File: src/rtl/vi_pkg.sv
// Shared types and sizing for the vectored interrupt controller.
package vi_pkg;

  localparam int NUM_IRQ = 4;
  localparam int ID_W    = 2;

  typedef enum logic [1:0] {
    IDLE    = 2'd0,
    PEND    = 2'd1,
    SERVICE = 2'd2
  } vi_state_e;

  function automatic logic [NUM_IRQ-1:0] id_onehot(input logic [ID_W-1:0] id);
    logic [NUM_IRQ-1:0] oh;
    oh     = '0;
    oh[id] = 1'b1;
    return oh;
  endfunction

  // Ids strictly lower (higher priority) than the given id.
  function automatic logic [NUM_IRQ-1:0] below_mask(input logic [ID_W-1:0] id);
    return id_onehot(id) - {{(NUM_IRQ-1){1'b0}}, 1'b1};
  endfunction

endpackage

File: src/rtl/vi_prio_pick.sv
// Combinational winner select: first eligible id searched cyclically from start_id.
// Zero latency; no flow control.
module vi_prio_pick
  import vi_pkg::*;
(
  input  logic [NUM_IRQ-1:0] elig,
  input  logic [ID_W-1:0]    start_id,
  output logic               win_vld,
  output logic [ID_W-1:0]    win_id
);

  logic [ID_W-1:0] idx;

  // Walk from the farthest offset down so the nearest eligible id is assigned last.
  always_comb begin
    win_vld = 1'b0;
    win_id  = '0;
    idx     = '0;
    for (int k = NUM_IRQ - 1; k >= 0; k--) begin
      idx = start_id + ID_W'(k);
      if (elig[idx]) begin
        win_vld = 1'b1;
        win_id  = idx;
      end
    end
  end

endmodule

File: src/rtl/vector_interrupt_ctrl.sv
// Vectored interrupt controller feeding a microsequencer D input and CC condition.
// IRQ -> CC_N low in 2 cycles; IACK one cycle after the vectoring edge; sequencer paces via VECT_N/EOI.
// Optional cyclic arbitration with macro VI_ROUND_ROBIN_EN (nesting disabled in that build).
module vector_interrupt_ctrl
  import vi_pkg::*;
#(
  parameter logic [1:0] VEC_BASE = 2'b10
) (
  input  logic                CP,
  input  logic                RESET_N,
  input  logic [NUM_IRQ-1:0]  IRQ,
  input  logic                MASK_WE,
  input  logic [NUM_IRQ-1:0]  MASK_IN,
  input  logic                PL_N,
  input  logic                MAP_N,
  input  logic                VECT_N,
  input  logic [3:0]          PIPE_D,
  input  logic [3:0]          MAP_D,
  input  logic                EOI,
  output logic [3:0]          D_OUT,
  output logic                CC_N,
  output logic [NUM_IRQ-1:0]  IACK,
  output logic [2:0]          ACTIVE
);

  vi_state_e          state, state_nxt;
  logic [NUM_IRQ-1:0] pend;
  logic [NUM_IRQ-1:0] mask;
  logic [NUM_IRQ-1:0] iack_q;
  logic               active_vld;
  logic [ID_W-1:0]    active_id;

  logic [NUM_IRQ-1:0] elig_base;
  logic [NUM_IRQ-1:0] nest_ok;
  logic [NUM_IRQ-1:0] elig;
  logic [ID_W-1:0]    start_id;
  logic               win_vld;
  logic [ID_W-1:0]    win_id;
  logic               vect_sel;
  logic               ack;
  logic               preempt;

  assign elig_base = pend & ~mask;

`ifdef VI_ROUND_ROBIN_EN
  logic [ID_W-1:0] last_id;

  always_ff @(posedge CP or negedge RESET_N) begin
    if (!RESET_N) begin
      last_id <= '1;
    end else if (ack) begin
      last_id <= win_id;
    end
  end

  assign start_id = last_id + 1'b1;
  assign nest_ok  = '1;
  assign preempt  = 1'b0;
`else
  assign start_id = '0;
  // While servicing, only strictly higher-priority requests may break in.
  assign nest_ok  = (state == SERVICE && active_vld) ? below_mask(active_id) : '1;
  assign preempt  = |elig;
`endif

  assign elig = elig_base & nest_ok;

  vi_prio_pick u_pick (
    .elig     (elig),
    .start_id (start_id),
    .win_vld  (win_vld),
    .win_id   (win_id)
  );

  // The vector is only on D when no higher-priority source owns the bus.
  assign vect_sel = PL_N && MAP_N && !VECT_N;
  assign ack      = (state == PEND) && vect_sel && win_vld;

  always_comb begin
    D_OUT = 4'h0;
    if (!PL_N) begin
      D_OUT = PIPE_D;
    end else if (!MAP_N) begin
      D_OUT = MAP_D;
    end else if (!VECT_N && state == PEND && win_vld) begin
      D_OUT = {VEC_BASE, win_id};
    end
  end

  assign CC_N   = !((state == PEND) && (|elig));
  assign IACK   = iack_q;
  assign ACTIVE = {active_vld, active_id};

  always_comb begin
    state_nxt = state;
    case (state)
      IDLE: begin
        if (|elig) state_nxt = PEND;
      end
      PEND: begin
        if (ack)         state_nxt = SERVICE;
        else if (!(|elig)) state_nxt = IDLE;
      end
      SERVICE: begin
        if (EOI)          state_nxt = (|elig_base) ? PEND : IDLE;
        else if (preempt) state_nxt = PEND;
      end
      default: state_nxt = IDLE;
    endcase
  end

  always_ff @(posedge CP or negedge RESET_N) begin
    if (!RESET_N) begin
      state <= IDLE;
    end else begin
      state <= state_nxt;
    end
  end

  // Acknowledge clear beats a simultaneous request; it re-latches on the next edge.
  always_ff @(posedge CP or negedge RESET_N) begin
    if (!RESET_N) begin
      pend   <= '0;
      mask   <= '1;
      iack_q <= '0;
    end else begin
      pend   <= (pend | IRQ) & ~(ack ? id_onehot(win_id) : '0);
      iack_q <= ack ? id_onehot(win_id) : '0;
      if (MASK_WE) mask <= MASK_IN;
    end
  end

  always_ff @(posedge CP or negedge RESET_N) begin
    if (!RESET_N) begin
      active_vld <= 1'b0;
      active_id  <= '0;
    end else if (ack) begin
      active_vld <= 1'b1;
      active_id  <= win_id;
    end else if (state_nxt == IDLE || (state == SERVICE && EOI)) begin
      active_vld <= 1'b0;
      active_id  <= '0;
    end
  end

endmodule

File: config.mk
export PLATFORM = sky130hd
export DESIGN_NAME = vector_interrupt_ctrl
export DESIGN_NICKNAME = d
export VERILOG_FILES = /design/src/rtl/vi_pkg.sv /design/src/rtl/vi_prio_pick.sv /design/src/rtl/vector_interrupt_ctrl.sv
export SDC_FILE = /design/constraint.sdc
export NUM_CORES = 1
export LEC_CHECK = 0
export ABC_AREA = 1
export BUFFER_PORTS_ARGS = -buffer_cell sky130_fd_sc_hd__buf_2
export CAP_MARGIN = 10
export CORE_MARGIN = 3
export CORE_UTILIZATION = 47
export CTS_CLUSTER_DIAMETER = 60
export DETAILED_ROUTE_END_ITERATION = 12
export MAX_ROUTING_LAYER = met4
export PLACE_DENSITY_LB_ADDON = 0.12
export REMOVE_ABC_BUFFERS = 1
export SLEW_MARGIN = 20
export SYNTH_ARGS = -nofsm -noshare
export SYNTH_HDL_FRONTEND = slang
export SYNTH_SLANG_ARGS = --single-unit
File: constraint.sdc
create_clock -name CP -period 2.01 [get_ports CP]
set_input_delay 0.402 -clock CP [delete_from_list [all_inputs] [get_ports CP]]
set_output_delay 0.402 -clock CP [all_outputs]
set_load 0.03 [all_outputs]
== Yosys cells after proc, flatten, opt, wreduce, memory -nomap -nowiden ==
Index checks and enable logic that the tools add are counted.

* Flip-flop bits (word level): 17
* Output and inout bits: 12
* Logic and storage cells: 65

* $add $sub $neg: 1
* $lt $le $gt $ge: 4
* Equality and inequality tests: 2
* Muxes and demuxes: 27
* Bitwise logic cells: 6
* Reduce and logical (&&, ||, !) cells: 19

{| class="wikitable"
|+ Operators by type and width
! operator !! number
|-
| 2-to-1 mux 2 bit || 10
|-
| 2-to-1 mux 4 bit || 5
|-
| bitwise AND 4 bit || 3
|-
| logical AND 1 bit || 11
|-
| 2-to-1 mux 1 bit || 9
|-
| inverter 4 bit || 2
|-
| OR reduction 4 bit || 2
|-
| less-than comparator 2 x 3 -> 1 bit, second input constant || 2
|-
| case mux 2 bit (3 select lines) || 1
|-
| demux 1 bit (select 2 bit) || 2
|-
| greater-or-equal comparator 2 x 1 -> 1 bit, second input constant || 2
|-
| logical NOT 2 bit || 2
|-
| OR 4 bit || 1
|-
| subtractor 4 x 1 -> 4 bit, second input constant || 1
|-
| equality test 2 x 1 -> 1 bit, second input constant || 1
|-
| equality test 2 bit, second input constant || 1
|-
| logical NOT 1 bit || 2
|-
| nonzero test 2 bit || 1
|-
| logical OR 1 bit || 1
|}

== Logic depth before layout (Yosys ltp) ==
Gate-level depths: netlist of the first run.

* Word-level depth: 18
* Gate-level depth with buffers: 11

== Hierarchy ==
Synthesis of the first run repeated with hierarchy kept, for this count alone.

* Cell total of the unflattened synthesis: 159
* Area, all modules: 1098.6 µm²

{| class="wikitable"
|+ Modules (own cells, without submodules)
! module !! times used !! cells an instance !! area an instance (µm²)
|-
| vector_interrupt_ctrl || 1 || 113 || 885.8
|-
| vi_prio_pick || 1 || 46 || 212.7
|}

== Worst setup path after synthesis of the first run ==
No wires, ideal clock.

* Kind: reg-to-output
* Start point: reg active_id[1]
* End point: out D_OUT[0]
* Data arrival time: 1.831 ns
* Required time: 1.608 ns
* Path slack: -0.223 ns
* Stages on the path, launching flop included: 9
* Buffers on the path: 0
* Cell sequence: dfrtp_1 nand2_1 nand3_1 nand2_2 nand3_2 nand2_1 nor2_1 nand3_1 a21oi_1

* Word-level cells in the longest chain between the ends: 15
* Elaborated cells on any way between the ends: 20
* Those cells by class: add/sub: 1; order compare: 2; mux: 14; bitwise: 1; reduce/logical: 2

{| class="wikitable"
|+ RTL lines
! element !! line !! source
|-
| start: declaration || vector_interrupt_ctrl.sv:31 || <nowiki>logic [ID_W-1:0] active_id;</nowiki>
|-
| start signal: assignment || vector_interrupt_ctrl.sv:139 || <nowiki>active_id <= win_id;</nowiki>
|-
| less-than comparator 2 x 3 -> 1 bit (not written as such) / greater-or-equal comparator 2 x 1 -> 1 bit (equally long branches) || vi_pkg.sv:16 || <nowiki>oh[id] = 1'b1;</nowiki>
|-
| logical AND 1 bit (not written as such) || vi_pkg.sv:16 ||
|-
| 2-to-1 mux 1 bit (not written as such) || vi_pkg.sv:16 ||
|-
| demux 1 bit (select 2 bit) (*) || vi_pkg.sv:16 ||
|-
| subtractor 4 x 1 -> 4 bit (*) || vi_pkg.sv:22 || <nowiki>return id_onehot(id) - {{(NUM_IRQ-1){1'b0}}, 1'b1};</nowiki>
|-
| 2-to-1 mux 4 bit (*) || vector_interrupt_ctrl.sv:62 || <nowiki>assign nest_ok = (state == SERVICE && active_vld) ? below_mask(active_id) : '1;</nowiki>
|-
| bitwise AND 4 bit (*) || vector_interrupt_ctrl.sv:66 || <nowiki>assign elig = elig_base & nest_ok;</nowiki>
|-
| 2-to-1 mux 1 bit (4 in a row) || vi_prio_pick.sv:21 || <nowiki>if (elig[idx]) begin</nowiki>
|-
| logical AND 1 bit || vector_interrupt_ctrl.sv:85 || <nowiki>end else if (!VECT_N && state == PEND && win_vld) begin</nowiki>
|-
| 2-to-1 mux 4 bit (*) || vector_interrupt_ctrl.sv:85 ||
|-
| 2-to-1 mux 4 bit (*) || vector_interrupt_ctrl.sv:83 || <nowiki>end else if (!MAP_N) begin</nowiki>
|-
| 2-to-1 mux 4 bit (*) || vector_interrupt_ctrl.sv:81 || <nowiki>if (!PL_N) begin</nowiki>
|-
| end: declaration || vector_interrupt_ctrl.sv:20 || <nowiki>output logic [3:0] D_OUT,</nowiki>
|}

Mark *: on every way between the ends. The rest lies on a longest branch, timed or not.

== Worst setup path after layout of the first run ==
* Start point: reg state[0]
* End point: out D_OUT[0]

* Word-level cells in the longest chain between the ends: 12
* Elaborated cells on any way between the ends: 18
* Those cells by class: eq/ne: 2; mux: 12; bitwise: 1; reduce/logical: 3

{| class="wikitable"
|+ RTL lines
! element !! line !! source
|-
| start: declaration || vector_interrupt_ctrl.sv:26 || <nowiki>vi_state_e state, state_nxt;</nowiki>
|-
| start signal: assignment || vector_interrupt_ctrl.sv:116 || <nowiki>state <= state_nxt;</nowiki>
|-
| equality test 2 bit || vector_interrupt_ctrl.sv:62 ||
|-
| logical AND 1 bit || vector_interrupt_ctrl.sv:62 ||
|-
| 2-to-1 mux 4 bit || vector_interrupt_ctrl.sv:62 ||
|-
| bitwise AND 4 bit || vector_interrupt_ctrl.sv:66 ||
|-
| 2-to-1 mux 1 bit (4 in a row) || vi_prio_pick.sv:21 ||
|-
| logical AND 1 bit || vector_interrupt_ctrl.sv:85 ||
|-
| 2-to-1 mux 4 bit (*) || vector_interrupt_ctrl.sv:85 ||
|-
| 2-to-1 mux 4 bit (*) || vector_interrupt_ctrl.sv:83 ||
|-
| 2-to-1 mux 4 bit (*) || vector_interrupt_ctrl.sv:81 ||
|}

Marks and branches as above.

==> impl_metrics.yaml, run 1 <==
logic_synthesis:
  synthAdderAreaFrac_pct: 0
  synth-async-reset-ratio_pct: 100
  ys_types: 24
  synth_area_leaders: "dfrtp_1 (36%), dfstp_2 (12%), nand2_1 (9.9%)"
  synth_top_area_cell: "dfrtp_1"
  syn-mean-instance-area_um2: 8.05
  ys.flop_type: "dfrtp_1"
  synth_top_area_share_pct: 35.8
  yosysSeqAreaShare_pct: 47.3
  synthMuxAreaShare_pct: 2.48
  ys_ff_latch: 17
  synth_edf_count: 0
  syn_area_um2: 910
  synth_top_family_by_area: "simple AND/OR/NAND/NOR gates"
  yosysWarningCount: 0
  synth_cells: 113
  synth_compound_area_share_pct: 7.98
  synth_xor_area_share_pct: 0
  yosys.area_share.simple_pct: 34.8
worst_hold_path:
  hold_class: "input port to register"
clocking:
  cts.clk_slew.worst_paths_ns: 0.13
  clock-sinks: 17
  cts_buffer_depth: 2
  cts_buffers: 3
  cts_tree: "done"
  clock_latency_ns: 0.32
  cts_max_level: 1
  cts_root_buffer: "clkbuf_4"
detailed_routing:
  wl_um: 3120
  drc: 0
  ant_nets: 0
  vias_per_cell: 5.51
  drtPass1Iterations: 4
  vias: 1085
  wl_per_cell_um: 15.8
  drt_iter0_markers: 39
status:
  status: "finished with violations"
  violations: "negative setup slack"
die:
  rows: 15
  io_pins: 35
  die_area_mm2: 0.00250
  fp.dieW_um: 50.0
  design.core.area_mm2: 0.00178
  fp.dieH_um: 50.0
  start_util_pct: 51.0
power_and_ir_drop:
  ir_drop_mv: 0.661
  powerDensity_mw_per_mm2: 823
  power_leakage_nw: 0.762
layout:
  final_nets: 196
  layout-drive-gt1-share_pct: 55.8
  seq_area_um2: 434
  fin_area_mm2: 0.00143
  utilization_pct: 80.4
  num_antenna_cells: 0
  fill_cells: 118
  multi_input_area_um2: 514
  area_delta_synth_final_pct: 57.5
critical_path:
  worst-path-buf-inv: 2
  cp.arrival_ns: 1.90
  critical_path_required_ns: 1.61
  worstPathCellList: "inv_2 -> nand3_4 -> o21ai_4 -> nand4_1 -> nand2_2 -> nand3_1 -> a21oi_1 -> buf_4"
  critPathKind: "register to output port"
  max_stage_delay_ns: 0.42
  slowest_stage: "dfrtp_1"
  start_kind: "register"
  critical-path-top-delay-family: "simple AND/OR/NAND/NOR gates"
  crit_fanout: 4
  cp-end-kind: "output port"
grt:
  grt_max_degree: 18
  overflow: 0
  grt_pass1_vias: 1064
  grt_pass1_wl_um: 4770
  antenna_found_initial: 0
  grt.total_usage_pct: 26.4
sta:
  setup_viol: 4
  setup_slack_ns: -0.295
  drv_slew: 0
  hold_violations: 0
  relSlewSlack_pct: 74.6
  max_freq_mhz: 434
  period_share_pct: 115
  tightest_slew_ns: 0.381
  finalCriticalPeriod_ns: 2.30
  finClkSkew_ns: 0.0140
  rsz0062_at_grt: "true"
placement:
  dpl_cell_area_mm2: 0.00111
  post-dp-hpwl_um: 1610
  port_buffers: 34
  gp_congestion: 0.921
job:
  maxCapViolations: 0
[synth_stat cells (all sizes together) (2+ instances only)]
cell type and instances:
a21oi 4, dfrtp 13, dfstp 4, inv 16, mux2 2, nand2 28, nand3 15, nand4 2
nor2 18, nor3 2, o21ai 3
[cell families after synthesis]
logic type             Yosys count
DFF                             17
AOI/OAI and AO/OA               10
muxes                            2
and+or+nand+nor                 67
buffers and inverters           17
[layout make-up]
class,count,share of cell area [%]
clock inverter,1,0.524
multi-input combinational,79,35.9
sequential,17,30.3
inverter,16,4.37
clock buffer,3,1.57
timing repair buffer,56,25.2
tap,25,2.18
[timing repair]
item / CTS / global route
setup buffers: 13 / 8
pin swaps: 9 / 9
gates resized for setup: 28 / 8
hold endpoints to repair: 0 / 2
gates cloned: 0 / 0
hold buffers: 0 / 1
endpoints found under the setup margin: 4 / 4
[flip-flops by register name, indices dropped and copies added, names as in the netlist]
name,cells
IACK,4
active_id,2
active_vld,1
mask,4
pend,4
state,2
[power by group]
group	switching, W	total, W	internal, W
clock network	0.000136	0.000212	0.0000760
registers	0.0000371	0.000427	0.000390
logic	0.000329	0.000541	0.000211
[final timing paths]
| kind | start | endpoint | slack, ns | depth (start not counted) |
|---|---|---|---|---|
| max | state[0] | D_OUT[0] | -0.29 | 8 |
| min | MASK_IN[2] | mask[2] | 0.30 | 3 |
| max reg2reg | state[0] | active_vld | 0.18 | 11 |
| min reg2reg | mask[2] | mask[2] | 0.51 | 2 |
| max in group asynchronous | RESET_N | mask[0] | 1.16 | 2 |
| min in group asynchronous | RESET_N | active_id[0] | 0.52 | 2 |
[layout by cell type (no fill, tap or decap), drive strengths merged]
master and instances:
buf 55, nand2 28, nor2 18, inv 16, nand3 15, dfrtp 13, dfstp 4, a21oi 4
clkbuf 3, o21ai 3, nand4 2, mux2 2, nor3 2, a41oi 1, o21bai 1, nand3b 1
or2 1, o22ai 1, clkinvlp 1, dlygate4sd3 1
[per-layer routing]
metal	global-route usage [%]	share of wire, %
met3	4.83	8.0
met4	16.6	4.1
met2	43.9	49
met5	-	0
met1	28.7	39
[worst reg2reg max path: stages (launching register included)]
cell and delay [ns]:
dfrtp_1 0.42, buf_4 0.16, nor2_4 0.11, nand3_2 0.12
nand2_4 0.10, nand3_4 0.11, buf_4 0.16, buf_4 0.13
nand3_1 0.10, nand4_1 0.17, nand3_1 0.11, nand2_1 0.06
[stage by stage]
step                worst slack [ns]  power, W  setup TNS [ns]  hold WS [ns]  cells
floorplan                     -0.262  0.000655          -0.262         0.106    112
global placement               0.107  0.000751               0         0.335    172
detailed placement            0.0531  0.000757               0         0.340    172
CTS                           -0.170   0.00107          -0.213       0.00233    189
global route                  -0.325   0.00122          -0.797         0.286    197
finish                        -0.295   0.00118          -0.627         0.300    197
No activity file was read; power rests on OpenSTA's default activity.
==> inputs of run 2 (changes only) <==
--- a/config.mk
+++ b/config.mk
@@ -5,7 +5,6 @@
 export SDC_FILE = /design/constraint.sdc
 export NUM_CORES = 1
 export LEC_CHECK = 0
-export ABC_AREA = 1
 export BUFFER_PORTS_ARGS = -buffer_cell sky130_fd_sc_hd__buf_2
 export CAP_MARGIN = 10
 export CORE_MARGIN = 3
==> run 2 against run 1 <==
  * The run ends with negative hold slack, negative setup slack left
  * Register-to-register slack gained 0.08 ns
  * Total power shrank 21%
  * Via count shrank 23%
  * Worst hold slack lost 0.30 ns
  * Combinational power shrank 40%
  * Sequential power shrank 2%
  * Clock skew shrank 0.0061 ns
  * Flip-flop and latch count is the same
  * Utilization shrank 6.6 points
  * Routed wire length shrank 27%
  * Final cell count shrank 19%
  * Critical endpoint is now D_OUT[1]
  * Highest routed layer unchanged
==> impl_metrics.yaml, run 2 <==
status:
  status: "finished with violations"
  violations: "negative hold slack, negative setup slack"
sta:
  whs_ns: -0.00167
  setup_viol: 4
  relSlewSlack_pct: 76.0
  setup_slack_ns: -0.262
  finalCriticalPeriod_ns: 2.27
  tightest_slew_ns: 0.360
  rsz0062_at_grt: "true"
  hold_violations: 2
  max_freq_mhz: 440
  period_share_pct: 113
  drv_slew: 0
  finClkSkew_ns: 0.00787
grt:
  antenna_found_initial: 0
  grt_pass1_vias: 861
  grt.total_usage_pct: 20.8
  met1_usage_pct: 25.4
  grt_busiest_layer: "met2"
  grt_pass1_wl_um: 3950
  met3_usage_pct: 2.97
  grt_max_degree: 18
  use_met2_pct: 36.7
  overflow: 0
detailed_routing:
  wl_um: 2290
  wl_per_cell_um: 14.4
  drtPass1Iterations: 5
  ant_nets: 0
  drc: 0
  vias_per_cell: 5.27
  vias: 838
  drt_iter0_markers: 9
logic_synthesis:
  synth_top_area_cell: "dfrtp_1"
  synth_edf_count: 0
  synth-async-reset-ratio_pct: 100
  ys_types: 37
  yosysSeqAreaShare_pct: 46.1
  yosysWarningCount: 0
  synth_common_cells: "dfrtp_1 (13), nor2_1 (11)"
  synth.most_common_cell: "dfrtp_1"
  ys.flop_type: "dfrtp_1"
  synth_area_leaders: "dfrtp_1 (35%), dfstp_2 (11%), mux2_2 (4.8%)"
  synth_cells: 82
  synth_top_area_share_pct: 34.8
  syn_area_um2: 935
  syn-mean-instance-area_um2: 11.4
  ys_ff_latch: 17
critical_path:
  cp-end-kind: "output port"
  max_stage_delay_ns: 0.54
  start_kind: "register"
  critical_path_required_ns: 1.61
  worstPathCellList: "and2b_2 -> o21ai_4 -> nand2_2 -> nor4_4 -> a221o_1 -> buf_6"
  worst-path-buf-inv: 1
  critical-path-top-delay-family: "simple AND/OR/NAND/NOR gates"
  crit_fanout: 3
  slowest_stage: "dfstp_2"
  critPathKind: "register to output port"
  cp.arrival_ns: 1.87
  r2r_slack_ns: 0.26
clocking:
  cts.clk_slew.worst_paths_ns: 0.11
  cts_buffers: 3
  cts_root_buffer: "clkbuf_4"
  cts_max_level: 1
  clock_latency_ns: 0.29
  clock-sinks: 17
  cts_buffer_depth: 2
  cts_tree: "done"
die:
  design.core.area_mm2: 0.00180
  fp.dieH_um: 50.6
  fp.dieW_um: 50.6
  io_pins: 35
  rows: 15
  die_area_mm2: 0.00256
  start_util_pct: 51.9
layout:
  fill_cells: 145
  final_nets: 158
  final_common_cell: "buf_2"
  fin_area_mm2: 0.00133
  area_delta_synth_final_pct: 42.2
  num_antenna_cells: 0
  layout-drive-gt1-share_pct: 61.2
  final_cell_mix: "buf_2 (30), buf_4 (15), nor2_1 (11)"
placement:
  dpl_cell_area_mm2: 0.00119
  gp_congestion: 0.808
  pre_cts_slack_ns: 0.0356
  port_buffers: 34
  post-dp-hpwl_um: 1700
job:
  maxCapViolations: 0
power_and_ir_drop:
  power_leakage_nw: 0.639
  total_power_w: 0.000931
  powerDensity_mw_per_mm2: 701
  ir_drop_mv: 0.559
worst_hold_path:
  hold_class: "input port to asynchronous set/reset pin"
run 2: kinds of logic (layout without fill, tap and decap cells):
| family | after synthesis | count (layout) | synth area share, % |
|---|---|---|---|
| flip-flops | 17 | 17 | 46.1 |
| AO/OA/AOI/OAI | 23 | 23 | 19.9 |
| buffers and inverters | 4 | 56 | 2.41 |
| AND/OR/NAND/NOR | 34 | 34 | 26.8 |
| multiplexers | 4 | 4 | 4.82 |
run 2: repair_timing:
| item | 4_1_cts | 5_1_grt |
|---|---|---|
| gates resized for setup | 18 | 2 |
| setup buffers | 3 | 4 |
| pin swaps | 3 | 6 |
| hold buffers | 0 | 0 |
| endpoints found under the setup margin | 4 | 4 |
run 2: worst paths after layout:
check                              to  depth (start not counted)  startpoint
max                          D_OUT[1]                          6     mask[0]
min                           pend[1]                          1     RESET_N
max reg2reg                   IACK[3]                          7     mask[0]
min reg2reg                   pend[0]                          2     pend[0]
max in group asynchronous     mask[3]                          1     RESET_N
min in group CP            active_vld                          2         EOI
run 2: cell type report:
| class | instances | area [µm²] | share of cell area, % |
|---|---|---|---|
| multi-input combinational | 61 | 509 | 38.3 |
| sequential | 17 | 434 | 32.7 |
| timing repair buffer | 50 | 319 | 24.0 |
| tap | 25 | 31.3 | 2.35 |
| clock buffer | 3 | 22.5 | 1.69 |
| inverter | 2 | 7.51 | 0.565 |
| clock inverter | 1 | 5.00 | 0.377 |
run 2: power breakdown:
group	switching [W]	internal, W	total (W)
registers	0.0000372	0.000381	0.000418
logic	0.000177	0.000148	0.000325
clock network	0.000114	0.0000740	0.000188
run 2: stage by stage:
stage | cells | setup TNS, ns | util (%)
floorplan | 80 | -0.264 | -
CTS | 155 | -0.522 | 71.7
global route | 159 | -0.991 | 73.8
global placement | 148 | 0 | 66.0
finish | 159 | -0.696 | 73.8
detailed placement | 148 | 0 | 66.0
run 2: layer usage:
layer	vias up	wire [µm]
met5	-	0
met4	0	20
met3	6	145
met2	41	1160
met1	393	956
li1	398	-
run 2: worst register-to-register path: cells and delay by family, from the launching register on:
kind / cells / cell delay [ns]
AO/OA/AOI/OAI: 1 / 0.08
buffers and inverters: 2 / 0.28
flip-flops: 1 / 0.54
AND/OR/NAND/NOR: 4 / 0.78
